$ cat config.mk
export PLATFORM = sky130hd
export DESIGN_NAME = dcache_tag_write_sched
export DESIGN_NICKNAME = d
export VERILOG_FILES = /design/src/rtl/dcache_tag_write_sched_pkg.sv /design/src/rtl/dcache_tag_write_sched_tag_wreq_stage.sv /design/src/rtl/dcache_tag_write_sched.sv
export SDC_FILE = /design/constraint.sdc
export NUM_CORES = 1
export LEC_CHECK = 0
export ABC_AREA = 1
export CAP_MARGIN = 20
export CORE_UTILIZATION = 40
export CTS_BUF_LIST = sky130_fd_sc_hd__clkbuf_16
export DETAILED_ROUTE_END_ITERATION = 12
export GPL_ROUTABILITY_DRIVEN = 0
export PLACE_DENSITY = 0.8
export SLEW_MARGIN = 0
export SYNTH_ARGS = -nofsm -noshare
export SYNTH_HDL_FRONTEND = slang
export SYNTH_SLANG_ARGS = --single-unit
$ cat constraint.sdc
create_clock -name clock -period 2 [get_ports clock]
set_clock_uncertainty 0.2 [all_clocks]
set_input_delay 0.2 -clock clock [delete_from_list [all_inputs] [get_ports clock]]
set_output_delay 0.2 -clock clock [all_outputs]
set_load 0.02 [all_outputs]
$ cat src/rtl/dcache_tag_write_sched_pkg.sv
// Shared DCache tag-write definitions: default geometry, the write request record
// and a counter-width helper.
package dcache_tag_write_sched_pkg;

   localparam int unsigned IDX_W = 6;
   localparam int unsigned WAYS  = 8;
   localparam int unsigned TAG_W = 24;

   typedef struct packed {
      logic [IDX_W-1:0] idx;
      logic [WAYS-1:0]  way_en;
      logic [TAG_W-1:0] tag;
   } tag_wreq_t;

   // Bits needed to hold a counter that saturates at max_val.
   function automatic int unsigned cnt_w(input int unsigned max_val);
      return (max_val < 1) ? 1 : $clog2(max_val + 1);
   endfunction

endpackage

$ cat src/rtl/dcache_tag_write_sched_tag_wreq_stage.sv
// One-entry staging register for tag writes. A dequeue and an enqueue may
// happen in the same cycle, so a draining entry is refilled without a bubble.
module dcache_tag_write_sched_tag_wreq_stage #(
   parameter int unsigned W = 38
) (
   input  logic         clock,
   input  logic         reset,
   input  logic         enq_valid,
   output logic         enq_ready,
   input  logic [W-1:0] enq_data,
   output logic         deq_valid,
   input  logic         deq_ready,
   output logic [W-1:0] deq_data
);

   logic         valid_q, valid_d;
   logic [W-1:0] data_q, data_d;
   logic         enq_fire;
   logic         deq_fire;

   always_comb begin
      enq_ready = ~valid_q | deq_ready;
      enq_fire  = enq_valid & enq_ready;
      deq_fire  = valid_q & deq_ready;
      deq_valid = valid_q;
      deq_data  = data_q;
   end

   always_comb begin
      valid_d = valid_q;
      data_d  = data_q;
      if (enq_fire) begin
         valid_d = 1'b1;
         data_d  = enq_data;
      end else if (deq_fire) begin
         valid_d = 1'b0;
      end
   end

   always_ff @(posedge clock or negedge reset) begin
      if (!reset) begin
         valid_q <= 1'b0;
         data_q  <= '0;
      end else begin
         valid_q <= valid_d;
         data_q  <= data_d;
      end
   end

endmodule

$ cat src/rtl/dcache_tag_write_sched.sv
// Tag/meta SRAM write scheduler: arbitrates refill (port 0) against replace/probe
// (port 1), stages the winner, and slots it into cycles the tag read path leaves free.
module dcache_tag_write_sched #(
   parameter int unsigned IDX_W       = dcache_tag_write_sched_pkg::IDX_W,
   parameter int unsigned WAYS        = dcache_tag_write_sched_pkg::WAYS,
   parameter int unsigned TAG_W       = dcache_tag_write_sched_pkg::TAG_W,
   parameter int unsigned STARVE_MAX  = 4,
   parameter int unsigned RD_HOLD_MAX = 8
) (
   input  logic             clock,
   input  logic             reset,
   input  logic             io_in_0_valid,
   output logic             io_in_0_ready,
   input  logic [IDX_W-1:0] io_in_0_bits_idx,
   input  logic [WAYS-1:0]  io_in_0_bits_way_en,
   input  logic [TAG_W-1:0] io_in_0_bits_tag,
   input  logic             io_in_1_valid,
   output logic             io_in_1_ready,
   input  logic [IDX_W-1:0] io_in_1_bits_idx,
   input  logic [WAYS-1:0]  io_in_1_bits_way_en,
   input  logic [TAG_W-1:0] io_in_1_bits_tag,
   input  logic             io_rd_valid,
   output logic             io_rd_ready,
   output logic             io_sram_wen,
   output logic [IDX_W-1:0] io_sram_idx,
   output logic [WAYS-1:0]  io_sram_way_en,
   output logic [TAG_W-1:0] io_sram_tag,
   output logic             io_busy
);

   import dcache_tag_write_sched_pkg::*;

   localparam int unsigned PW = IDX_W + WAYS + TAG_W;
   localparam int unsigned SW = cnt_w(STARVE_MAX);
   localparam int unsigned HW = cnt_w(RD_HOLD_MAX);

   logic          stg_v;
   logic [PW-1:0] stg_data;
   logic          deq_ready;
   logic          can_acc;
   logic          force_wr;
   logic          force_1;
   logic          write_now;
   logic          sel_1;
   logic          acc_0;
   logic          acc_1;
   logic          enq_valid;
   logic [PW-1:0] enq_data;

   logic [SW-1:0] starve_q, starve_d;
   logic [HW-1:0] hold_q, hold_d;

   always_comb begin
      force_wr  = stg_v & (hold_q == HW'(RD_HOLD_MAX));
      force_1   = (starve_q == SW'(STARVE_MAX));
      // Reads own the array unless the staged write has waited long enough.
      deq_ready = ~io_rd_valid | force_wr;
      write_now = stg_v & deq_ready;
      sel_1     = io_in_1_valid & (force_1 | ~io_in_0_valid);

      io_in_0_ready = can_acc & ~(force_1 & io_in_1_valid);
      io_in_1_ready = can_acc & (force_1 | ~io_in_0_valid);
      acc_0         = io_in_0_valid & io_in_0_ready;
      acc_1         = io_in_1_valid & io_in_1_ready;

      enq_valid = acc_0 | acc_1;
      enq_data  = sel_1 ? {io_in_1_bits_idx, io_in_1_bits_way_en, io_in_1_bits_tag}
                        : {io_in_0_bits_idx, io_in_0_bits_way_en, io_in_0_bits_tag};
   end

   dcache_tag_write_sched_tag_wreq_stage #(
      .W(PW)
   ) u_stage (
      .clock     (clock),
      .reset     (reset),
      .enq_valid (enq_valid),
      .enq_ready (can_acc),
      .enq_data  (enq_data),
      .deq_valid (stg_v),
      .deq_ready (deq_ready),
      .deq_data  (stg_data)
   );

   // Payload comes straight from the staging register; wen collapses with stg_v on reset.
   always_comb begin
      io_sram_wen    = write_now;
      io_sram_idx    = stg_data[PW-1 -: IDX_W];
      io_sram_way_en = stg_data[TAG_W +: WAYS];
      io_sram_tag    = stg_data[TAG_W-1:0];
      io_rd_ready    = ~force_wr;
      io_busy        = stg_v;
   end

   always_comb begin
      starve_d = starve_q;
      if (acc_1) begin
         starve_d = '0;
      end else if (io_in_1_valid && acc_0 && (starve_q != SW'(STARVE_MAX))) begin
         starve_d = starve_q + SW'(1);
      end
   end

   always_comb begin
      hold_d = hold_q;
      if (!stg_v || write_now) begin
         hold_d = '0;
      end else if (hold_q != HW'(RD_HOLD_MAX)) begin
         hold_d = hold_q + HW'(1);
      end
   end

   always_ff @(posedge clock or negedge reset) begin
      if (!reset) begin
         starve_q <= '0;
         hold_q   <= '0;
      end else begin
         starve_q <= starve_d;
         hold_q   <= hold_d;
      end
   end

endmodule

==> impl_metrics.tcl <==
set metrics [dict create \
    vias 2610 \
    critical_path_class "reg2out" \
    reg2reg_depth 11 \
    synth.area.mux_share_pct 0 \
    r2r-end "u_stage.deq_data[31]$_DFFE_PN0P_" \
    cellPowerDensity_nw_per_um2 855 \
    drcViolationCount 0 \
    dieHeight_um 80.0 \
    crit_path_start "hold_q[1]$_DFFE_PN0P_" \
    die_x_um 80.0 \
    crit_fanout 3 \
    hold_class "in2async" \
    clk_pin_slew_worst_paths_ns 0.06 \
    cts_made_buffers 5 \
    dr.pass1.iters 4 \
    slew_headroom_pct 65.7 \
    cap_violations 0 \
    drt_iter0_markers 177 \
    core_um2 5890 \
    critical-path-top-delay-family "flip-flops" \
    clk_root_buffer_cell "clkbuf_16" \
    syn-instance-count 340 \
    cpPeakStageDelay_ns 0.40 \
    yosys_register_bits 46 \
    die-area_um2 6390 \
    grt.total_usage_pct 21.5 \
    h-tree-depth 2 \
    grt_use_met3_pct 4.34 \
    finalSetupViolCount 0 \
    tightest_slew_ns 0.515 \
    postRouteAntennaNets 0 \
    yosys_warnings 0 \
    synth.avg_cell_area_um2 7.15 \
    drive_above_1_share_pct 5.64 \
    start_util_pct 41.3 \
    synth_compound_area_share_pct 0.309 \
    io_pins 124 \
    max-clock-path-buffers 2 \
    post-dp-hpwl_um 4810 \
    max_freq_mhz 534 \
    rows 28 \
    synth_top_family_by_area "simple AND/OR/NAND/NOR gates" \
    path_buf_inv 2 \
    grt_overflow_total 0 \
    finalMaxSlewViolations 0 \
    leakage_uw 0.00201 \
    critPathArrivalTime_ns 1.47 \
    synth_ff_type "dfrtp_1" \
    rsz0062_at_grt "false" \
    critPathLaunchType "flip-flop" \
    regToRegSetupSlack_ns 0.15 \
    drt-total-wl_um 6830 \
    critical_path_required_ns 1.60 \
    status "finished, final reports clean" \
    yosys.area_share.xor_xnor_pct 1.08 \
    grt_pass1_vias 2458 \
    clock_latency_ns 0.28 \
    cp-end-kind "output pin" \
    final_util_pct 66.6 \
    grt_max_degree 40 \
    crit_path_cell_trace "inv_1 -> ha_1 -> nand3_1 -> a21boi_0 -> clkdlybuf4s15_1" \
    grt_use_met1_pct 25.0 \
    syn_nets 425 \
    cts_sinks 46 \
    period_share_pct 93.6 \
    final_cell_mix "nand2_1, clkdlybuf4s50_1, dfrtp_1, nand3_1, inv_1" \
    synth.distinct_cells 17 \
    peakVddDrop_mv 0.616 \
    period_needed_ns 1.87 \
    final_hold_viol_count 0 \
    area_growth_pct 61.1 \
    grt_pass1_wl_um 10800 \
    wire_per_inst_um 12.7 \
    ys_seq_area_share_pct 47.3 \
    nets 545 \
    timing.rr.start "starve_q[0]$_DFFE_PN0P_" \
    slowest_stage "dfrtp_1" \
    portBuffers 123 \
    async_flop_share_pct 100 \
    synth_edf_count 0 \
    synth_area_um2 2430 \
    tritoncts "built" \
    grt_util_met2_pct 39.5 \
    antenna_found_initial 0 \
    crit_cells 5 \
    n_antenna_cell 0 \
    grt_most_used_layer "met2" \
    synthAdderAreaFrac_pct 2.06 \
    setup_tns_ns 0 \
    layout_commonest_cell "nand2_1" \
    vias_per_cell 4.87 \
    yosys.area_share.simple_pct 42.2 \
    hold_slack_ns 0.222 \
    finalPower_uw 3350 \
]
-- synthesized netlist by cell type (2+ instances only) --
library cell / instances / area share, %
buf_6: 4 / 1.9
inv_2: 2 / 0.31
xor2_1: 2 / 0.72
nand4_1: 4 / 1.0
inv_1: 7 / 1.1
nand2_1: 203 / 31
nor2_1: 4 / 0.62
nand3_1: 42 / 8.6
dfrtp_1: 46 / 47
buf_2: 11 / 2.3
clkbuf_1: 4 / 0.62
buf_4: 3 / 0.93
ha_1: 4 / 2.1
-- per-layer routing --
metal | wire length (um) | vias up
met5 | 0 | -
met4 | 92 | 0
met3 | 515 | 9
met2 | 3440 | 109
met1 | 2780 | 1205
li1 | - | 1287
-- kinds of logic (layout without fill, tap and decap cells) --
kind of cell | count (synthesis) | after routing
compound gates | 1 | 1
flops | 46 | 46
xor+xnor | 3 | 3
fa+ha+maj | 4 | 4
simple gates | 255 | 255
buf+inv | 31 | 152
-- repair_timing --
action / 4_1_cts / 5_1_grt
gates resized for setup: 7 / 9
setup buffers: 0 / 0
endpoints found under the setup margin: 44 / 41
endpoints found under the hold margin: 21 / 0
cloned: 0 / 1
hold buffers: 1 / 0
-- sequential cells by signal (all words and copies together), names as in the netlist --
name	count
starve_q	3
hold_q	4
u_stage.deq_valid	1
u_stage.deq_data	38
-- power by group --
part	total (uW)	switching, uW	internal (uW)
combinational	1230	636	594
sequential	1210	109	1100
clock	911	330	580
-- layout make-up --
class / count / area (um^2)
repair buffers: 135 / 1360
multi-input cells: 263 / 1110
fillers: 500 / 1970
well taps: 75 / 93.8
flip-flops and latches: 46 / 1150
clock inverters: 3 / 37.5
clock buffers: 5 / 125
inverters: 9 / 38.8
-- stage by stage --
step | cell area [um^2] | instances | setup WS [ns]
floorplan | 2430 | 340 | 0.413
global placement | 3710 | 526 | -0.0227
detailed placement | 3710 | 526 | -0.0935
CTS | 3890 | 535 | 0.00678
global route | 3920 | 536 | 0.00231
finish | 3920 | 536 | 0.128
-- worst max-delay path by stage --
stage	slack (ns)	end
2_1_floorplan	0.41	u_stage.deq_data[13]$_DFFE_PN0P_
3_3_place_gp	-0.02	u_stage.deq_data[11]$_DFFE_PN0P_
3_5_place_dp	-0.09	u_stage.deq_data[22]$_DFFE_PN0P_
4_1_cts	0.007	io_in_0_ready
5_1_grt	0.002	u_stage.deq_data[26]$_DFFE_PN0P_
6_report	0.13	io_sram_wen
(Power assumes the default switching activity.)
==> patch: new RTL, config.mk and constraints unchanged <==
Reset style: synchronous (`reset`), changed in 2 clocked blocks.
--- a/src/rtl/dcache_tag_write_sched_tag_wreq_stage.sv
+++ b/src/rtl/dcache_tag_write_sched_tag_wreq_stage.sv
@@ -38,5 +38,5 @@
    end
 
-   always_ff @(posedge clock or negedge reset) begin
+   always_ff @(posedge clock) begin
       if (!reset) begin
          valid_q <= 1'b0;
--- a/src/rtl/dcache_tag_write_sched.sv
+++ b/src/rtl/dcache_tag_write_sched.sv
@@ -110,5 +110,5 @@
    end
 
-   always_ff @(posedge clock or negedge reset) begin
+   always_ff @(posedge clock) begin
       if (!reset) begin
          starve_q <= '0;
Behaviour: differs if reset is asserted again (counterexample within 4 cycles, from zero or initial values and one cycle with reset low); with reset held inactive, the same outputs for 10 cycles.
==> patch against the unedited design <==
- wire length rose by 1.2%
- maximum frequency decreased by 1.5%
- sequential cell count stayed put
- core utilization about the same
- final area increased by 2.4%
- setup slack worse by 0.029 ns
- power is 23% lower
- synthesized area is 5.0% higher
==> patch: results (changes against the unedited design) <==
- Area contributors post-synth: dfxtp_1 36%, nand2_1 25%, nor2_1 12%, nand3_1 8.2%, inv_1 6.8% (was dfrtp_1 47%, nand2_1 31%, nand3_1 8.6%, buf_2 2.3%, ha_1 2.1%)
- Number of library cell types mapped by synthesis: 21 (was 17)
- FFs w/ async S/R, synth: 0 (was 1.00)
- Crit path to: io_in_1_ready (was io_sram_wen)
- R2R setup slack: 0.21 ns (was 0.15 ns)
- Non-Filler Instances: 622 (was 536)
- Most frequent cells after synthesis: 168 x nand2_1, 79 x nor2_1, 46 x dfxtp_1, 46 x inv_1, 42 x nand3_1 (was 203 x nand2_1, 46 x dfrtp_1, 42 x nand3_1, 11 x buf_2, 7 x inv_1)
- Crit path max fanout: 4 (was 3)
- R2R depth: 9 (was 11)
- Sequential Power: 1.04 mW (was 1.21 mW)
- Drt wl/cell: 11.1 µm (was 12.7 µm)
- Final hold slack: 0.278 ns (was 0.222 ns)
- First-pass GRT wire length: 11100 µm (was 10800 µm)
- Compound-gate portion of the synthesized area: 0.0147 (was 0.00309)
- Min-delay worst type: flop to flop (was input pin to async pin)
- CP arrival: 1.50 ns (was 1.47 ns)
- Wl on met1: 2990 µm (was 2780 µm)
- Drt first-iter violations: 56 (was 177)
- Clk power: 774 µW (was 911 µW)
- Met3 wire length: 511 µm (was 515 µm)
- GRT Overall Usage: 0.215 (about the same)
- Grt met3 use: 0.0556 (was 0.0434)
- Mapped Avg Cell Area: 5.95 µm² (was 7.15 µm²)
- Share of layout cells above drive strength 1: 0.0567 (was 0.0564)
- Sw frac: 0.289 (was 0.321)
- Crit Reg-Reg Endpoint: starve_q[1]$_SDFFE_PP0P_ (was u_stage.deq_data[31]$_DFFE_PN0P_)
- Area share of xor/xnor cells in the synthesized design: 0.00686 (was 0.0108)
- Pleak: 1.94 nW (was 2.01 nW)
- DR vias: 2835 (was 2610)
- Critical path's largest stage delay: 0.36 ns (was 0.40 ns)
- Slew headroom: 0.720 (was 0.657)
- Dpl cells: 614 (was 526)
- Dominant synthesized flop cell: dfxtp_1 (was dfrtp_1)
- Max Freq: 526 MHz (was 534 MHz)
- Outcome: complete, no violations (unchanged)
- DP Worst Slack: 0.0181 ns (was -0.0935 ns)
- Syn nets: 514 (was 425)
- Slowest cell on the critical path: dfxtp_1 (was dfrtp_1)
- Met2 wire len: 3310 µm (was 3440 µm)
- Synth Area in Adders: 0.0196 (was 0.0206)
- Peak VDD IR: 0.380 mV (was 0.616 mV)
- DP HPWL: 4970 µm (was 4810 µm)
- P per Cell Area: 644 mW/mm² (was 855 mW/mm²)
-- patch: cell types whose count changed after synthesis, sizes merged, moves of 2 or more --
| cell | unedited run | this run |
|---|---|---|
| a21oi | 0 | 5 |
| clkbuf | 4 | 8 |
| dfrtp | 46 | 0 |
| dfxtp | 0 | 46 |
| inv | 9 | 47 |
| nand2 | 204 | 169 |
| nand3 | 42 | 44 |
| nor2 | 4 | 79 |
-- patch: worst reg2reg max path, stage by stage, from the launching register on --
cell	delay, ns
dfxtp_1	0.36
inv_1	0.06
ha_1	0.18
nand2_1	0.11
nand2_2	0.09
buf_4	0.22
nor2_2	0.20
nand2_1	0.12
nand2_1	0.08
a21oi_1	0.06
-- patch: what timing repair did --
item	CTS	global route
gates resized for setup	6	7
endpoints found under the setup margin	4	22
hold buffers	0	0
-- patch: final cells by class --
type,count,area (µm²)
clock buffer,5,125
clock inverter,3,12.5
fill,543,2010
inverter,47,176
multi-input combinational,311,1340
sequential,46,923
tap,75,93.8
timing repair buffer,135,1340
